<file path="src/rtl/feature_vote_pkg.sv">
// Shared types and helpers for the k-of-N feature voting stage.
// Holds the FSM encoding, default widths, the compare-width rule and the popcount.
package feature_vote_pkg;

  typedef enum logic [1:0] {
    IDLE = 2'd0,
    EVAL = 2'd1,
    VOTE = 2'd2
  } state_e;

  localparam int N_CH_DEF       = 6;
  localparam int OUT_W_DEF      = 72;
  localparam int BASE_W_DEF     = 50;
  localparam int SCALE_W_DEF    = 8;
  localparam int SCALE_INIT_DEF = 1;
  localparam int CNT_W_DEF      = 4;
  localparam int POP_W          = 32;

  // Wide enough to hold both the feature and the full base*scale product.
  function automatic int cmp_width(input int out_w, input int base_w, input int scale_w);
    int prod_w;
    prod_w = base_w + scale_w + 1;
    return (out_w > prod_w) ? out_w : prod_w;
  endfunction

  function automatic int unsigned popcount(input logic [POP_W-1:0] v);
    int unsigned c;
    c = 0;
    for (int i = 0; i < POP_W; i++) c += 32'(v[i]);
    return c;
  endfunction

endpackage

</file>
<file path="src/rtl/feature_persist.sv">
// Per-channel persistence gate: saturating hit counter plus registered decision.
// Only acts in the cycle its channel is being evaluated.
module feature_persist #(
  parameter int CNT_W = 4
) (
  input  logic             clk,
  input  logic             rst_n,
  input  logic             en_i,
  input  logic             hit_i,
  input  logic [CNT_W-1:0] k_i,
  output logic             binary_o
);

  logic [CNT_W-1:0] k_eff;
  logic [CNT_W-1:0] cnt_q;
  logic [CNT_W-1:0] cnt_d;
  logic             binary_q;

  assign k_eff = (k_i == '0) ? CNT_W'(1) : k_i;
  // Saturating at k also pulls an over-limit count back down after k is lowered.
  assign cnt_d = (cnt_q >= k_eff) ? k_eff : cnt_q + 1'b1;

  always_ff @(posedge clk or negedge rst_n) begin
    if (!rst_n) begin
      cnt_q    <= '0;
      binary_q <= 1'b0;
    end else if (en_i) begin
      if (hit_i) begin
        cnt_q    <= cnt_d;
        binary_q <= (cnt_d >= k_eff);
      end else begin
        cnt_q    <= '0;
        binary_q <= 1'b0;
      end
    end
  end

  assign binary_o = binary_q;

endmodule

</file>
<file path="src/rtl/feature_vote.sv">
// Captures N_CH feature/baseline pairs per window, thresholds them serially through
// one shared scale multiplier, gates each by persistence and forms a k-of-N alarm.
module feature_vote
  import feature_vote_pkg::*;
#(
  parameter int N_CH       = N_CH_DEF,
  parameter int OUT_W      = OUT_W_DEF,
  parameter int BASE_W     = BASE_W_DEF,
  parameter int SCALE_W    = SCALE_W_DEF,
  parameter int SCALE_INIT = SCALE_INIT_DEF,
  parameter int CNT_W      = CNT_W_DEF
) (
  input  logic                      clk,
  input  logic                      rst_n,
  input  logic                      win_stb,
  input  logic [N_CH*OUT_W-1:0]     feat_out,
  input  logic [N_CH*BASE_W-1:0]    feat_base,
  input  logic [N_CH-1:0]           feat_valid,
  input  logic                      scale_wr,
  input  logic [$clog2(N_CH)-1:0]   scale_idx,
  input  logic [SCALE_W-1:0]        scale_data,
  input  logic [CNT_W-1:0]          persist_k,
  input  logic [$clog2(N_CH+1)-1:0] vote_min,
  output logic [N_CH-1:0]           binary,
  output logic                      alarm,
  output logic                      alarm_valid,
  output logic                      busy,
  output logic                      overrun
);

  localparam int CH_W   = $clog2(N_CH);
  localparam int PROD_W = BASE_W + SCALE_W + 1;
  localparam int CMP_W  = cmp_width(OUT_W, BASE_W, SCALE_W);

  state_e                   state_q;
  logic [CH_W-1:0]          ch_q;
  logic                     alarm_q;
  logic                     alarm_valid_q;
  logic                     overrun_q;
  logic signed [OUT_W-1:0]  out_q   [N_CH];
  logic signed [BASE_W-1:0] base_q  [N_CH];
  logic [SCALE_W-1:0]       scale_q [N_CH];
  logic [N_CH-1:0]          valid_q;
  logic [N_CH-1:0]          eval_sel;
  logic                     capture;
  logic signed [PROD_W-1:0] prod;
  logic signed [CMP_W-1:0]  lhs;
  logic signed [CMP_W-1:0]  rhs;
  logic                     hit;

  assign capture = (state_q == IDLE) && win_stb;

  // Scale is zero-extended so a top-bit scale never flips the product's sign.
  assign prod = PROD_W'(base_q[ch_q]) * PROD_W'($signed({1'b0, scale_q[ch_q]}));
  assign lhs  = CMP_W'(out_q[ch_q]);
  assign rhs  = CMP_W'(prod);
  assign hit  = valid_q[ch_q] && (lhs >= rhs);

  for (genvar gi = 0; gi < N_CH; gi++) begin : g_ch
    always_ff @(posedge clk or negedge rst_n) begin
      if (!rst_n) begin
        out_q[gi]   <= '0;
        base_q[gi]  <= '0;
        valid_q[gi] <= 1'b0;
        scale_q[gi] <= SCALE_W'(SCALE_INIT);
      end else begin
        if (capture) begin
          out_q[gi]   <= feat_out[gi*OUT_W +: OUT_W];
          base_q[gi]  <= feat_base[gi*BASE_W +: BASE_W];
          valid_q[gi] <= feat_valid[gi];
        end
        if (scale_wr && (scale_idx == CH_W'(gi))) scale_q[gi] <= scale_data;
      end
    end

    assign eval_sel[gi] = (state_q == EVAL) && (ch_q == CH_W'(gi));

    feature_persist #(.CNT_W(CNT_W)) u_persist (
      .clk      (clk),
      .rst_n    (rst_n),
      .en_i     (eval_sel[gi]),
      .hit_i    (hit),
      .k_i      (persist_k),
      .binary_o (binary[gi])
    );
  end

  always_ff @(posedge clk or negedge rst_n) begin
    if (!rst_n) begin
      state_q       <= IDLE;
      ch_q          <= '0;
      alarm_q       <= 1'b0;
      alarm_valid_q <= 1'b0;
      overrun_q     <= 1'b0;
    end else begin
      alarm_valid_q <= 1'b0;
      overrun_q     <= 1'b0;
      unique case (state_q)
        IDLE: begin
          if (win_stb) begin
            state_q <= EVAL;
            ch_q    <= '0;
          end
        end
        EVAL: begin
          overrun_q <= win_stb;
          if (ch_q == CH_W'(N_CH - 1)) state_q <= VOTE;
          else ch_q <= ch_q + 1'b1;
        end
        VOTE: begin
          overrun_q     <= win_stb;
          alarm_q       <= popcount({{(POP_W - N_CH){1'b0}}, binary}) >= 32'(vote_min);
          alarm_valid_q <= 1'b1;
          state_q       <= IDLE;
        end
        default: state_q <= IDLE;
      endcase
    end
  end

  assign alarm       = alarm_q;
  assign alarm_valid = alarm_valid_q;
  assign busy        = (state_q != IDLE);
  assign overrun     = overrun_q;

endmodule

</file>
<file path="config.mk">
export PLATFORM = sky130hd
export DESIGN_NAME = feature_vote
export DESIGN_NICKNAME = d
export VERILOG_FILES = /design/src/rtl/feature_vote_pkg.sv /design/src/rtl/feature_persist.sv /design/src/rtl/feature_vote.sv
export SDC_FILE = /design/constraint.sdc
export NUM_CORES = 2
export LEC_CHECK = 0
export CAP_MARGIN = 20
export CELL_PAD_IN_SITES_DETAIL_PLACEMENT = 0
export CELL_PAD_IN_SITES_GLOBAL_PLACEMENT = 1
export CORE_MARGIN = 5
export CORE_UTILIZATION = 48
export DETAILED_ROUTE_END_ITERATION = 6
export PLACE_DENSITY = 0.86
export SETUP_SLACK_MARGIN = 0.15
export SYNTH_ARGS = -nofsm -noshare
export SYNTH_HDL_FRONTEND = slang
export SYNTH_SLANG_ARGS = --single-unit
</file>
<file path="constraint.sdc">
create_clock -name clk -period 22.3 [get_ports clk]
set_clock_uncertainty 0.05 [all_clocks]
set_input_delay 4.46 -clock clk [delete_from_list [all_inputs] [get_ports clk]]
set_output_delay 4.46 -clock clk [all_outputs]
set_load 0.05 [all_outputs]
</file>
* After elaboration in Yosys (flattened, before gate mapping)
Index checks and enable logic that the tools add are counted.
** Word-level totals
- Bits in registers :: 824
- Logic and storage cells :: 147
- Input bits :: 760
** Cells by class
- Eq/ne operators :: 15
- Add/sub/neg operators :: 12
- Mux-type cells :: 38
- Multiply operators :: 1
- $lt $le $gt $ge :: 16
- Reduce and logical (&&, ||, !) cells :: 23
- Bitwise gates (word level) :: 1
** Operator list (number)
- $bmux W72 S3 :: 1
- $bmux W50 S3 :: 1
- $mux W72 :: 2
- $mux W50 :: 2
- $ge A72 B59 Y1 :: 1
- $mul A50 B9 Y59 :: 1
- $mux W4 :: 13
- $ge A4 B4 Y1 :: 12
- $add A4 B1 Y4 const B :: 6
- $bmux W8 S3 :: 1
- $mux W8 :: 2
- $logic_and A1 B1 Y1 :: 14
- $eq A3 B2 Y1 const B :: 4
- $eq A3 B3 Y1 const B :: 4
- $mux W1 :: 9
- $add A5 B1 Y6 :: 1
- $eq A3 B1 Y1 const B :: 2
- $ge A6 B3 Y1 :: 1
- $logic_not A3 Y1 :: 2
- $mux W3 :: 2
- $pmux W3 S2 :: 1
- $add A4 B1 Y5 :: 1
- $add A3 B1 Y4 :: 1
- $ge A4 B4 Y1 const B :: 1
- other kinds (18) :: 21

* Depth between registers and ports, before layout
- Depth after elaboration :: 8
- Mapped depth :: 41
- Mapped depth without buffers :: 36

* Cells and area by module
A second synthesis with hierarchy kept.
** Second synthesis, totals
- Cells, all modules :: 4582
- Area, all modules :: 53865.4 um^2
** Modules (own cells, without submodules)
- feature_vote :: area each 50299.5 um^2, times used 1, cells an instance 4192
- feature_persist :: area each 594.3 um^2, times used 6, cells an instance 65

* Least setup slack after synthesis
No wires, ideal clock.
- Path type :: reg-to-reg
- Start point :: register ch_q[0]
- End point :: register g_ch[4].u_persist.binary_q
- Arrival :: 9.531 ns
- Cell stages (with the launch flop) :: 40
- Setup time :: 0.096 ns
- Path slack :: 12.623 ns
- Required time :: 22.154 ns
- Path buffers :: 7
- Path through :: dfrtp_1 -> clkbuf_1 -> buf_2 -> buf_2 -> buf_2 -> mux2i_1 -> nor2_1 -> a21oi_1 -> clkbuf_1 -> nor2_1 -> fa_1 -> fa_1 -> fa_1 -> inv_1 -> fa_1 -> inv_1 -> ha_1 -> clkbuf_8 -> [4 not listed] -> a21oi_1 -> o21ai_0 -> o21ai_0 -> a21oi_1 -> a211oi_1 -> xnor2_1 -> ha_1 -> a21o_1 -> a21o_1 -> a21oi_1 -> o21ai_0 -> a221o_1 -> a21oi_1 -> nor3b_1 -> a2bb2oi_4 -> nand2_2 -> buf_6 -> o31ai_1
** Between the ends
- Longest elaborated chain between the ends :: 8
** Ends and longest elaborated chain
- start: declaration :: line feature_vote.sv:36 : logic [CH_W-1:0] ch_q;
- start signal: assignment :: line feature_vote.sv:108 : else ch_q <= ch_q + 1'b1;
- $not A3 Y4 (implied by the code) :: line feature_vote.sv:54, feature_vote.sv:55
- $bmux W50 S3 / $bmux W8 S3 (equally long branches) :: line feature_vote.sv:54 : assign prod = PROD_W'(base_q[ch_q]) * PROD_W'($signed({1'b0, scale_q[ch_q]}));
- $mux W50 (implied by the code) / $mux W8 (equally long branches) (2 in a row) :: line feature_vote.sv:54
- $mul A50 B9 Y59 :: line feature_vote.sv:54
- $ge A72 B59 Y1 :: line feature_vote.sv:57 : assign hit = valid_q[ch_q] && (lhs >= rhs);
- $logic_and A1 B1 Y1 :: line feature_vote.sv:57
- $mux W1 :: line feature_persist.sv:28 : if (hit_i) begin
- end signal: assignment :: line feature_persist.sv:30 : binary_q <= (cnt_d >= k_eff);
- end: declaration :: line feature_persist.sv:17 : logic binary_q;
Parallel ways exist; a longest one is shown, timed or not. The select of a mux whose other input is x is not followed.
A chain may end at the register's enable or synchronous reset.

* Worst setup path after layout
- Start point :: register ch_q[0]
- End point :: register g_ch[2].u_persist.cnt_q[0]
** Between the ends
- Longest elaborated chain between the ends :: 8
** Ends and longest elaborated chain
- $not A3 Y4 (implied by the code) :: line feature_vote.sv:54, feature_vote.sv:55
- $bmux W50 S3 / $bmux W8 S3 (equally long branches) :: line feature_vote.sv:54
- $mux W50 (implied by the code) / $mux W8 (equally long branches) (2 in a row) :: line feature_vote.sv:54
- $mul A50 B9 Y59 :: line feature_vote.sv:54
- $ge A72 B59 Y1 :: line feature_vote.sv:57
- $logic_and A1 B1 Y1 :: line feature_vote.sv:57
- $mux W4 :: line feature_persist.sv:28
- end signal: assignment :: line feature_persist.sv:29 : cnt_q <= cnt_d;
- end: declaration :: line feature_persist.sv:15 : logic [CNT_W-1:0] cnt_q;
Parallel ways exist; a longest one is shown, timed or not. The select of a mux whose other input is x is not followed.

==> flow_summary.toml <==
[synth]
synth_area_leaders = "dfrtp_1 39%, mux2_2 17%, fa_1 12%"
seq_area_frac_synth_pct = 39.04
synth-edff-count = 0
synth_ff_type = "dfrtp_1"
synth_seq_cells = 824
synth_compound_area_share_pct = 5.723
syn_area_um2 = 52840
synth_nets = 5814
yosysTopAreaCellShare_pct = 38.74
yosys.area_share.simple_pct = 6.618
avgSynthCellArea_um2 = 11.77
ys_types = 73
synth_most_common_cell = "dfrtp_1"
synthMuxAreaShare_pct = 24.84
ys_warn_count = 0
synth_top_family_by_area = "multiplexers"
synthTopCellsByCount = "818 x dfrtp_1, 787 x mux2_2, 418 x inv_1"
synth_xor_area_share_pct = 1.127
async_reset_ff_share_pct = 100.0
synthCells = 4488
synth_adder_area_share_pct = 17.79
yosysTopAreaCell = "dfrtp_1"

[drt]
dr.first_iter.drc_count = 2442
drtAntennaViolNets = 0
routed_wl_um = 158400
drc_errors = 0
first_pass_iters = 5
vias = 37025
viasPerCell = 5.455
routedWlPerCell_um = 23.33

[setup_path]
slowest_stage = "buf_4"
cp_max_fo = 45
r2r-end = "g_ch[2].u_persist.cnt_q[0]"
critical_path_required_ns = 22.79
critPathArrivalTime_ns = 13.43
timing.rr.start = "ch_q[0]"
critPathLaunchType = "flop"
worst_setup_path_end_kind = "flop"
cpPeakStageDelay_ns = 0.75
cp-endpoint = "g_ch[2].u_persist.cnt_q[0]"
cp-startpoint = "ch_q[0]"
reg2reg_depth = 36
critPathKind = "reg2reg"
r2r_setup_slack_ns = 9.36

[clock_tree]
h-tree-depth = 3
max-clock-path-buffers = 3
cts_tree = "built"
cts_buffers = 91
clkSlewWorstSetupHoldPaths_ns = 0.07
cts.sinks = 824
ctsHoldBuffers = 0
post-cts-setup-buffers = 0
cts_root_buf = "clkbuf_16"
cts_resized = 0
clock_latency_ns = 0.70

[grt]
grt_pass1_wl_um = 239300
antenna_found_initial = 78
grt_pass1_vias = 39269
track_usage_pct = 26.86
gr-total-overflow = 0
grt_max_degree = 193

[timing]
drv_slew = 0
hold_viol_final = 0
slew_headroom_pct = 24.37
fin_crit_sh_pct = 58.04
fmax_mhz = 77.26
rsz0062_at_grt = "false"
tightest_slew_ns = 1.135
post-route-min-period_ns = 12.94
tns_ns = 0
setup_viol = 0

[die]
dieArea_um2 = 116800
die_x_um = 341.8
coreArea_um2 = 109200
num_rows = 121
die_y_um = 341.8
io_pins = 770
initial_utilization_pct = 48.41

[placement]
hpwl_um = 122100
portBuffers = 769
gp_routability_congestion = 0.8989

[hold_path]
hp-class = "reg2reg"

[layout]
drive_gt1_share_pct = 21.97
final_nets = 6493
area_growth_pct = 23.41
nFillCells = 8954

[job]
maxCapViolCount = 0

[outcome]
outcome = "finished, final reports clean"
## how the worst min path moves through the flow
stage / start / end / depth (start not counted)
after floorplan: g_ch[4].u_persist.binary_o / g_ch[4].u_persist.binary_o / 2
after global routing: out_q[259] / out_q[259] / 1
after global placement: base_q[198] / base_q[198] / 1
after detailed placement: out_q[246] / out_q[246] / 1
final: base_q[122] / base_q[122] / 1
after CTS: out_q[246] / out_q[246] / 1
## cells by family (layout without fill, tap and decap cells)
group                    Yosys count  count (layout)
multiplexers                    1049            1049
AND/OR/NAND/NOR                  829             829
flip-flops                       824             824
buffers and inverters            652            1407
adder cells (fa/ha/maj)          566             566
AO/OA/AOI/OAI                    500             500
XOR/XNOR                          68              68
other                              0              68
## flip-flops by register name, summed over array words and instances (netlist names)
signal / count
out_q: 432
valid_q: 6
g_ch.u_persist.cnt_q: 24
base_q: 300
alarm_valid: 1
state_q: 2
scale_q: 48
overrun: 1
ch_q: 3
alarm: 1
g_ch.u_persist.binary_o: 6
## critical path, delay by kind of cell (launching register included)
family / cells / cell delay (ns)
AOI/OAI and AO/OA: 11 / 3.22
adders and majority gates: 6 / 2.94
buffers and inverters: 8 / 2.70
and+or+nand+nor: 9 / 2.06
DFF: 1 / 0.68
muxes: 1 / 0.63
xor gates and xnor gates: 1 / 0.33
## final cells by class
class	count	area (um2)	share of cell area [%]
multi-input cells	3012	29760	45.64
flip-flops and latches	824	20630	31.64
repair buffers	819	8148	12.49
clock buffers	133	2605	3.995
well taps	1476	1847	2.832
inverters	419	1578	2.420
clock inverters	36	462.9	0.7099
diodes	68	170.2	0.2610
## layer usage
metal	vias to the layer above	wire, um	share of wire, %	global-route usage [%]
met4	10	5944	3.8	11.14
li1	16781	-	-	-
met5	-	68	0.043	0
met1	18946	62750	40	34.29
met3	271	8436	5.3	4.325
met2	1017	81160	51	45.80
## cell usage in the layout, fill, tap and decap left out, types with 46 or more instances in the layout
cell             count
dfrtp_1            816
mux2_2             787
clkdlybuf4s50_1    768
inv_1              418
nor2_1             333
nand2_1            328
fa_1               309
ha_1               257
o21ai_0            154
a21oi_1            153
mux4_2             131
mux2i_1            131
a21o_1              97
clkbuf_16           91
diode_2             68
nand3_1             46
## metrics by stage
stage	hold slack, ns	cell area (um2)	util, %	setup WS [ns]	instances
global route	0.4583	65190	59.73	8.434	6781
detailed placement	0.4370	61940	56.74	9.308	6548
floorplan	0.4218	52840	-	12.62	4488
global placement	0.4327	61940	56.74	9.566	6548
CTS	0.4497	65000	59.55	9.268	6717
finish	0.4480	65210	59.74	9.357	6787
Power is not shown: default switching activity piles up to over one toggle a cycle in this logic, so the estimate is an artifact.
